[config.mk]
export PLATFORM = sky130hd
export DESIGN_NAME = cache_miss_ctrl
export DESIGN_NICKNAME = d
export VERILOG_FILES = /design/src/rtl/cache_miss_ctrl.sv
export SDC_FILE = /design/constraint.sdc
export NUM_CORES = 1
export LEC_CHECK = 0
export BUFFER_PORTS_ARGS = -buffer_cell sky130_fd_sc_hd__clkbuf_2
export CAP_MARGIN = 10
export CORE_MARGIN = 1.5
export CORE_UTILIZATION = 42
export DETAILED_ROUTE_END_ITERATION = 12
export PLACE_DENSITY = 0.91
export SKIP_CTS_REPAIR_TIMING = 1
export SYNTH_ARGS = -nofsm -noshare
export SYNTH_HDL_FRONTEND = slang
export SYNTH_SLANG_ARGS = --single-unit
[constraint.sdc]
create_clock -name clk -period 6.16 [get_ports clk]
set_input_delay 0.924 -clock clk [delete_from_list [all_inputs] [get_ports clk]]
set_output_delay 0.924 -clock clk [all_outputs]
set_load 0.02 [all_outputs]
[src/rtl/cache_miss_ctrl.sv]
// Miss sequencer for a 4-way set-associative cache: lookup, optional dirty-victim
// writeback, line refill and install; owns the memory-bus handshake and CPU stall.
module cache_miss_ctrl #(
   parameter int ADDR_WIDTH     = 32,
   parameter int DATA_WIDTH     = 32,
   parameter int INDEX_WIDTH    = 6,
   parameter int WORDS_PER_LINE = 4,
   parameter int OFFSET         = 4,
   parameter int TAG_WIDTH      = ADDR_WIDTH - INDEX_WIDTH - OFFSET
) (
   input  logic                              clk,
   input  logic                              rst_n,
   input  logic                              cpu_req,
   input  logic [ADDR_WIDTH-1:0]             cpu_addr,
   input  logic [3:0]                        hit_en,
   input  logic [2:0]                        replaced_way,
   input  logic                              victim_dirty,
   input  logic [TAG_WIDTH-1:0]              victim_tag,
   input  logic [DATA_WIDTH-1:0]             line_rdata,
   input  logic                              mem_ack,
   input  logic [DATA_WIDTH-1:0]             mem_rdata,
   output logic                              cache_en,
   output logic                              cpu_stall,
   output logic                              mem_req,
   output logic                              mem_we,
   output logic [ADDR_WIDTH-1:0]             mem_addr,
   output logic [DATA_WIDTH-1:0]             mem_wdata,
   output logic [1:0]                        way_sel,
   output logic [$clog2(WORDS_PER_LINE)-1:0] word_sel,
   output logic                              data_we,
   output logic                              tag_we,
   output logic                              fill_done
);

   localparam int CNT_W  = $clog2(WORDS_PER_LINE);
   localparam int BYTE_W = OFFSET - CNT_W;
   localparam int LINE_W = ADDR_WIDTH - OFFSET;

   typedef enum logic [2:0] {
      IDLE    = 3'd0,
      LOOKUP  = 3'd1,
      WBACK   = 3'd2,
      REFILL  = 3'd3,
      INSTALL = 3'd4
   } state_t;

   state_t                 state_q, state_d;
   logic [CNT_W-1:0]       cnt_q, cnt_d;
   logic [1:0]             way_q, way_d;
   logic [LINE_W-1:0]      addr_q, addr_d;
   logic [TAG_WIDTH-1:0]   vtag_q, vtag_d;

   logic                   hit;
   logic [1:0]             hit_way;
   logic                   last_beat;
   logic [INDEX_WIDTH-1:0] index;
   logic [TAG_WIDTH-1:0]   req_tag;
   logic                   unused_addr_bits;

   // Only the line address is kept; byte offset bits of the request never matter.
   assign unused_addr_bits = ^cpu_addr[OFFSET-1:0];

   assign index     = addr_q[INDEX_WIDTH-1:0];
   assign req_tag   = addr_q[LINE_W-1:INDEX_WIDTH];
   assign hit       = |hit_en;
   assign last_beat = (cnt_q == CNT_W'(WORDS_PER_LINE - 1));

   // Lowest-numbered hitting way wins when several ways report a hit.
   always_comb begin
      hit_way = 2'd0;
      for (int w = 3; w >= 0; w--) begin
         if (hit_en[w]) hit_way = 2'(w);
      end
   end

   always_comb begin
      state_d   = state_q;
      cnt_d     = cnt_q;
      way_d     = way_q;
      addr_d    = addr_q;
      vtag_d    = vtag_q;
      cache_en  = 1'b0;
      cpu_stall = 1'b0;
      mem_req   = 1'b0;
      mem_we    = 1'b0;
      mem_addr  = '0;
      mem_wdata = '0;
      way_sel   = 2'd0;
      word_sel  = '0;
      data_we   = 1'b0;
      tag_we    = 1'b0;
      fill_done = 1'b0;

      case (state_q)
         IDLE: begin
            cpu_stall = cpu_req;
            if (cpu_req) begin
               addr_d  = cpu_addr[ADDR_WIDTH-1:OFFSET];
               state_d = LOOKUP;
            end
         end

         LOOKUP: begin
            cache_en = 1'b1;
            if (hit) begin
               way_sel = hit_way;
               state_d = IDLE;
            end else begin
               cpu_stall = 1'b1;
               // A "no victim" answer on a miss is illegal; hold and re-ask.
               if (!replaced_way[2]) begin
                  way_sel = replaced_way[1:0];
                  way_d   = replaced_way[1:0];
                  vtag_d  = victim_tag;
                  cnt_d   = '0;
                  state_d = victim_dirty ? WBACK : REFILL;
               end
            end
         end

         WBACK: begin
            cpu_stall = 1'b1;
            mem_req   = 1'b1;
            mem_we    = 1'b1;
            mem_addr  = {vtag_q, index, cnt_q, {BYTE_W{1'b0}}};
            mem_wdata = line_rdata;
            way_sel   = way_q;
            word_sel  = cnt_q;
            if (mem_ack) begin
               cnt_d = cnt_q + CNT_W'(1);
               if (last_beat) state_d = REFILL;
            end
         end

         REFILL: begin
            cpu_stall = 1'b1;
            mem_req   = 1'b1;
            mem_addr  = {req_tag, index, cnt_q, {BYTE_W{1'b0}}};
            way_sel   = way_q;
            word_sel  = cnt_q;
            data_we   = mem_ack;
            if (mem_ack) begin
               cnt_d = cnt_q + CNT_W'(1);
               if (last_beat) state_d = INSTALL;
            end
         end

         INSTALL: begin
            cpu_stall = 1'b1;
            cache_en  = 1'b1;
            tag_we    = 1'b1;
            fill_done = 1'b1;
            way_sel   = way_q;
            state_d   = LOOKUP;
         end

         default: state_d = IDLE;
      endcase
   end

   always_ff @(posedge clk or negedge rst_n) begin
      if (!rst_n) begin
         state_q <= IDLE;
         cnt_q   <= '0;
         way_q   <= 2'd0;
         addr_q  <= '0;
         vtag_q  <= '0;
      end else begin
         state_q <= state_d;
         cnt_q   <= cnt_d;
         way_q   <= way_d;
         addr_q  <= addr_d;
         vtag_q  <= vtag_d;
      end
   end

endmodule

# Word level (Yosys, flattened, before mapping)
# Cells that the tools add are included.
# word_totals
regBits	57
latch_bits	0
ramBits	0
romBits	0
in_bits	130
output_inout_bits	75
wordCells	62
mem_count	0
# classes
add_sub_neg	1
n_mul	0
div_mod_pow	0
magnitude_cmp	0
eq_ne	14
shifts	0
muxes	30
bitwise_logic	2
n_reduce_logical	10
# ops
operator	count
$pmux 32 s2	1
$mux 32	1
$mux 3	7
$mux 2	10
$pmux 3 s5	1
$ne 2x2->1 const B	7
$pmux 2 s2	2
$mux 1	7
$eq 3x2->1 const B	2
$reduce_and 6->1	1
$reduce_and 4->1	1
$reduce_or 2->1	2
$reduce_or 4->1	1
$eq 3x1->1 const B	1
$eq 3x3->1 const B	1
$logic_not 3->1	1
$ne 3x3->1 const B	1
$pmux 1 s3	1
$reduce_and 3->1	1
$reduce_or 3->1	1
$add 2x1->2 const B	1
$eq 2x2->1 const B	1
$ne 2x1->1 const B	1
$not 1->1	2
2 further kinds	2

# Logic depth before layout (Yosys ltp)
# Gate-level depths: netlist of run 1.
# depth
depth_word	6
depth_mapped	6
ltp_nobuf	4

# Worst setup path before layout of run 1
# No wires, ideal clock.
# synth_path
path_kind	in2out
start	input hit_en[1]
end	output way_sel[0]
arrival_ns	2.641
required_time_ns	5.236
slack_ns	2.595
stages	5
path_buffers	2
path_cell_list	or4_4 or4_4 buf_6 buf_6 o221ai_1
# synth_between
elab_chain_len	4
word_cells_on_any_way	5
cone_classes	mux (4); reduce/logical (1)
# synth_rtl
item	line	rtl
start: declaration	15	input logic [3:0] hit_en,
$mux 2 (2 in a row)	72	if (hit_en[w]) hit_way = 2'(w);
$mux 2 *	105	if (hit) begin
$pmux 2 s2 *	94	case (state_q)
end: declaration	28	output logic [1:0] way_sel,
# Every way passes the cells marked *; elsewhere a longest branch is shown, timed or not.

# Worst setup path after layout of run 1
# layout_path
start	register state_q[2]
end	output way_sel[0]
# layout_between
elab_chain_len	3
word_cells_on_any_way	6
cone_classes	eq/ne (4); mux (1); reduce/logical (1)
# layout_rtl
item	line	rtl
start: declaration	47	state_t state_q, state_d;
start signal: assignment	169	state_q <= state_d;
$eq 3x2->1 / $eq 3x3->1 (equally long branches)	94	
$reduce_or 3->1 (no source line)	-	
$pmux 2 s2 *	94	
# Marked as above.

==> flow_summary.yaml, run 1 <==
job:
  cap_viol_max_count: 0
min_path:
  hold_path_class: "flip-flop to flip-flop"
sta:
  finClkSkew_ns: 0.01382
  tightestPinTransition_ns: 1.170
  report.final.slew_viol_count: 0
  setup_violations: 0
  final_min_period_over_clock_period_pct: 64.01
  layout_min_cycle_time_ns: 3.943
  final.setup.tns_ns: 0
  fmax_ghz: 0.2536
  finalHoldViolCount: 0
  slew-limit-headroom_pct: 22.01
  timing.final.ws_setup_ns: 2.217
  rsz_0062_raised_after_global_routing: "no"
logic_synthesis:
  synthDominantAreaCellType: "dfrtp_1"
  post_synthesis_cell_count: 262
  synth_area_per_cell_sq_um: 11.67
  synth.yosys.warnings: 0
  synth_cell_types: 35
  synth_top_area_share_pct: 46.66
  synth_top_cells_by_area: "dfrtp_1 (47%), mux2_2 (13%), and2_1 (9.0%), mux2_4 (8.4%), mux2i_1 (7.9%)"
  synth_seq_cells: 57
  synthesis.area_sq_um: 3057
  synth-seq-area-share_pct: 46.66
die:
  die_h_microns: 88.31
  top_ports: 205
  start_util_pct: 44.26
  core_region_area_sq_um: 6907
  die_area_sq_um: 7799
  dieWidth_microns: 88.31
  fp-row-count: 30
placement:
  place.gp.congestion: 0.8575
  post-place-ws_ns: 2.394
  dp_hpwl_mm: 5.654
  port_buffers: 166
cells_and_area:
  layout-area-overhead-vs-synth_pct: 33.97
  layout.cells.most_common: "clkbuf_2"
  final_nets: 552
  post_route_cells_drive_above_1_share_pct: 56.34
  diodes: 0
  final_cell_mix: "clkbuf_2 (166), dfrtp_1 (56), and2_1 (44)"
worst_setup_path:
  critical_path_arrival_ns: 3.02
  worst-endpoint-required_ns: 5.24
  worstSetupEndpointType: "output pin"
  critPathMaxFanout: 27
  timing_worst_setup_path_type: "flip-flop to output pin"
  start_kind: "flip-flop"
clock_network:
  clock_buffers_created_by_tritoncts: 9
  cts_root_buf: "clkbuf_8"
  maximum_number_of_buffers_from_clock_root_to_sink: 2
  cts_tree: "yes"
  clock_latency_ns: 0.33
  path_clk_slew_ns: 0.07
  cts_max_level: 3
  cts_num_sinks: 57
route:
  dr.first_iter.drc_count: 66
  drcViolationCount: 0
  dr_vias_cell: 4.830
  postRouteWirelength_mm: 7.754
  detail-route-antenna-nets: 0
  wl_per_cell_microns: 14.85
  vias: 2521
  firstDrtPassIters: 4
global_route:
  grt_use_total_pct: 19.40
  grt_first_pass_wirelength_mm: 11.28
  grt_antenna_before_repair: 0
  grt.overflow.total: 0
  via_count_of_the_first_global_routing_pass: 2421
  grt_max_degree: 58
power_and_ir_drop:
  peakVddDrop_mv: 0.2165
  power_per_cell_area_nw_per_um2: 452.4
  cellLeakagePower_nw: 2.244
status:
  outcome: "complete, no violations"
stage by stage:
stage | power [mW] | instances | util, % | instance area [sq um] | hold slack [ns]
detailed placement | 1.567 | 506 | 56.79 | 3923 | 0.4874
floorplan | 1.298 | 263 | - | 3060 | 0.4721
CTS | 1.877 | 522 | 59.29 | 4095 | 0.5027
global route | 1.978 | 522 | 59.29 | 4095 | 0.5149
finish | 1.853 | 522 | 59.29 | 4095 | 0.4987
global placement | 1.530 | 506 | 56.79 | 3923 | 0.4811
layout make-up:
type / instances / area, sq um
fill: 614 / 2811
tap: 96 / 120.1
inverter: 6 / 22.52
clock buffer: 11 / 141.4
clock inverter: 5 / 31.28
timing repair buffer: 169 / 853.3
multi-input combinational: 178 / 1499
sequential: 57 / 1428
final timing paths:
check,from,end,slack [ns],cells past startpoint
worst max-delay path,state_q[2],way_sel[0],2.22,5
worst min-delay path,addr_q[2],addr_q[2],0.50,1
worst max register to register,state_q[2],state_q[0],3.59,4
worst min register to register,addr_q[2],addr_q[2],0.50,1
max in group asynchronous,rst_n,state_q[0],4.89,2
min in group asynchronous,rst_n,addr_q[27],0.74,2
routing by layer:
layer	up-vias	track usage, %	routed length, microns
li1	1206	-	-
met5	-	0	0
met4	0	8.239	142
met3	13	4.664	590
met1	1189	20.36	2972
met2	113	36.78	4048
kinds of logic (layout without fill, tap and decap cells):
logic type	count (synthesis)	count (layout)	synth area share, %
flops	57	57	46.66
buf+inv	28	191	4.625
mux	75	75	28.74
other cells	1	2	0.1227
fa+ha+maj	1	1	0.4093
compound gates	18	18	4.258
simple gates	82	82	15.19
critical path: stages, from the launching register on:
cell	delay (ns)
dfrtp_1	0.55
nand2b_1	0.94
inv_1	0.49
a21oi_1	0.34
o221ai_1	0.17
clkbuf_2	0.18
state kept, by name, indices dropped and copies added (netlist names):
register / count
vtag_q: 22
cnt_q: 2
state_q: 3
addr_q: 28
way_q: 2
where the power goes:
part | total, mW | leakage [nW] | internal [mW] | switching (mW)
registers | 0.693 | 0.706 | 0.547 | 0.146
logic | 0.857 | 1.45 | 0.419 | 0.439
clock network | 0.302 | 0.0891 | 0.155 | 0.147
total | 1.85 | 2.24 | 1.12 | 0.732
synth_stat cells:
library cell	instances
dfrtp_1	57
and2_1	44
mux2_2	34
nor2_1	26
mux2i_1	24
mux2_4	17
clkbuf_1	12
inv_1	6
nand2b_1	4
a21oi_1	3
buf_4	3
buf_6	3
o21ai_0	3
and3_1	2
buf_1	2
buf_2	2
or4_4	2
a2111oi_0	1
a211oi_1	1
a21boi_0	1
a21o_1	1
a32o_1	1
conb_1	1
ha_1	1
nor2b_1	1
nor4b_1	1
o211ai_1	1
o21bai_1	1
o221ai_1	1
o22a_1	1
o2bb2ai_1	1
o311ai_0	1
o32ai_1	1
or3_1	1
or4b_2	1
Power figures use the tool's default switching activity.
==> run 2: changes to the inputs <==
Clock period 6.16 ns to 3.8 ns, I/O delays scaled along.
==> flow_summary.yaml, run 2 (same netlist as run 1, synthesis figures left out) <==
clock_network:
  cts_tree: "yes"
  maximum_number_of_buffers_from_clock_root_to_sink: 2
  cts_max_level: 3
  path_clk_slew_ns: 0.07
  clock_buffers_created_by_tritoncts: 9
  cts_root_buf: "clkbuf_8"
  clock_latency_ns: 0.34
  cts_num_sinks: 57
global_route:
  grt_antenna_before_repair: 0
  grt.overflow.total: 0
  grt_use_total_pct: 20.11
  grt_max_degree: 35
  grt_first_pass_wirelength_mm: 11.69
  via_count_of_the_first_global_routing_pass: 2459
placement:
  place.gp.congestion: 0.8791
  port_buffers: 166
  post-place-ws_ns: 0.7411
  dp_hpwl_mm: 5.842
job:
  cap_viol_max_count: 0
sta:
  rsz_0062_raised_after_global_routing: "no"
  hold-worst-slack_ns: 0.2707
  finalHoldViolCount: 0
  finClkSkew_ns: 0.01031
  tightestPinTransition_ns: 0.8853
  final.setup.tns_ns: 0
  fmax_ghz: 0.3135
  final_min_period_over_clock_period_pct: 83.93
  report.final.slew_viol_count: 0
  timing.final.ws_setup_ns: 0.6107
  slew-limit-headroom_pct: 40.98
  layout_min_cycle_time_ns: 3.189
  setup_violations: 0
die:
  dieWidth_microns: 88.31
  top_ports: 205
  fp-row-count: 30
  core_region_area_sq_um: 6907
  die_h_microns: 88.31
  die_area_sq_um: 7799
  start_util_pct: 44.26
cells_and_area:
  diodes: 0
  post_route_cells_drive_above_1_share_pct: 56.44
  layout_top_registers: "addr_q (28), vtag_q (22), state_q (3)"
  largest_register_ff_count: 28
  largest-register: "addr_q"
  final_cell_mix: "clkbuf_2 (166), dfrtp_1 (56), and2_1 (44)"
  layout.cells.most_common: "clkbuf_2"
  final_nets: 553
  layout-area-overhead-vs-synth_pct: 35.78
min_path:
  hold_path_class: "input pin to async pin"
worst_setup_path:
  critical_path_arrival_ns: 2.62
  timing_worst_setup_path_type: "flip-flop to output pin"
  worstSetupEndpointType: "output pin"
  critPathMaxFanout: 34
  worst-r2r-cell-count: 3
  worst-endpoint-required_ns: 3.23
  start_kind: "flip-flop"
route:
  wl_per_cell_microns: 14.89
  postRouteWirelength_mm: 7.790
  drcViolationCount: 0
  dr.first_iter.drc_count: 75
  firstDrtPassIters: 4
  vias: 2529
  detail-route-antenna-nets: 0
  dr_vias_cell: 4.836
power_and_ir_drop:
  totalPowerFinal_mw: 3.147
  cellLeakagePower_nw: 2.273
  power_per_cell_area_nw_per_um2: 758.3
  peakVddDrop_mv: 0.3488
status:
  outcome: "complete, no violations"
[run 2: cell count changes in the layout (fill, tap and decap cells not counted), sizes merged]
cell,previous run,this run
bufinv,0,2
clkinvlp,1,0
buf,3,4
clkinv,4,3
[run 2: power breakdown]
part	total, mW	internal [mW]	switching [mW]
clock network	0.624	0.386	0.238
registers	1.12	0.886	0.236
logic	1.40	0.684	0.717
total	3.15	1.96	1.19
[run 2: path summary, 6_finish.rpt]
path,startpoint,to,slack (ns)
setup reg to reg,state_q[0],vtag_q[11],1.47
setup / recovery,state_q[0],way_sel[0],0.61
hold reg to reg,addr_q[3],addr_q[3],0.50
max in group asynchronous,rst_n,addr_q[17],2.64
hold / removal,rst_n,vtag_q[7],0.27
min in group clk,cpu_addr[12],addr_q[8],0.46
[run 2: through the flow]
stage | instances | area, sq um | utilization (%)
after detailed placement | 507 | 3930 | 56.90
after global routing | 523 | 4150 | 60.09
after global placement | 507 | 3930 | 56.90
final | 523 | 4150 | 60.09
after CTS | 523 | 4150 | 60.09
after floorplan | 263 | 3060 | -
[run 2: area by class of cell]
cell class / instances / area, sq um
fill: 606 / 2756
multi-input combinational: 178 / 1499
sequential: 57 / 1428
timing repair buffer: 170 / 860.8
clock buffer: 11 / 141.4
tap: 96 / 120.1
clock inverter: 5 / 78.83
inverter: 6 / 22.52
[run 2: layer usage]
layer	global-route usage (%)	up-vias	part of all wire, %
met5	0	-	0
met4	9.233	0	2.0
met1	21.06	1200	38
met2	37.89	106	53
li1	-	1207	-
met3	4.757	16	7.5
[run 2: worst max-delay path: stages, from the launching register on]
cell and delay (ns):
dfrtp_2 0.94, nand2b_1 0.16, or4_4 0.69, o221ai_1 0.27
clkbuf_2 0.20
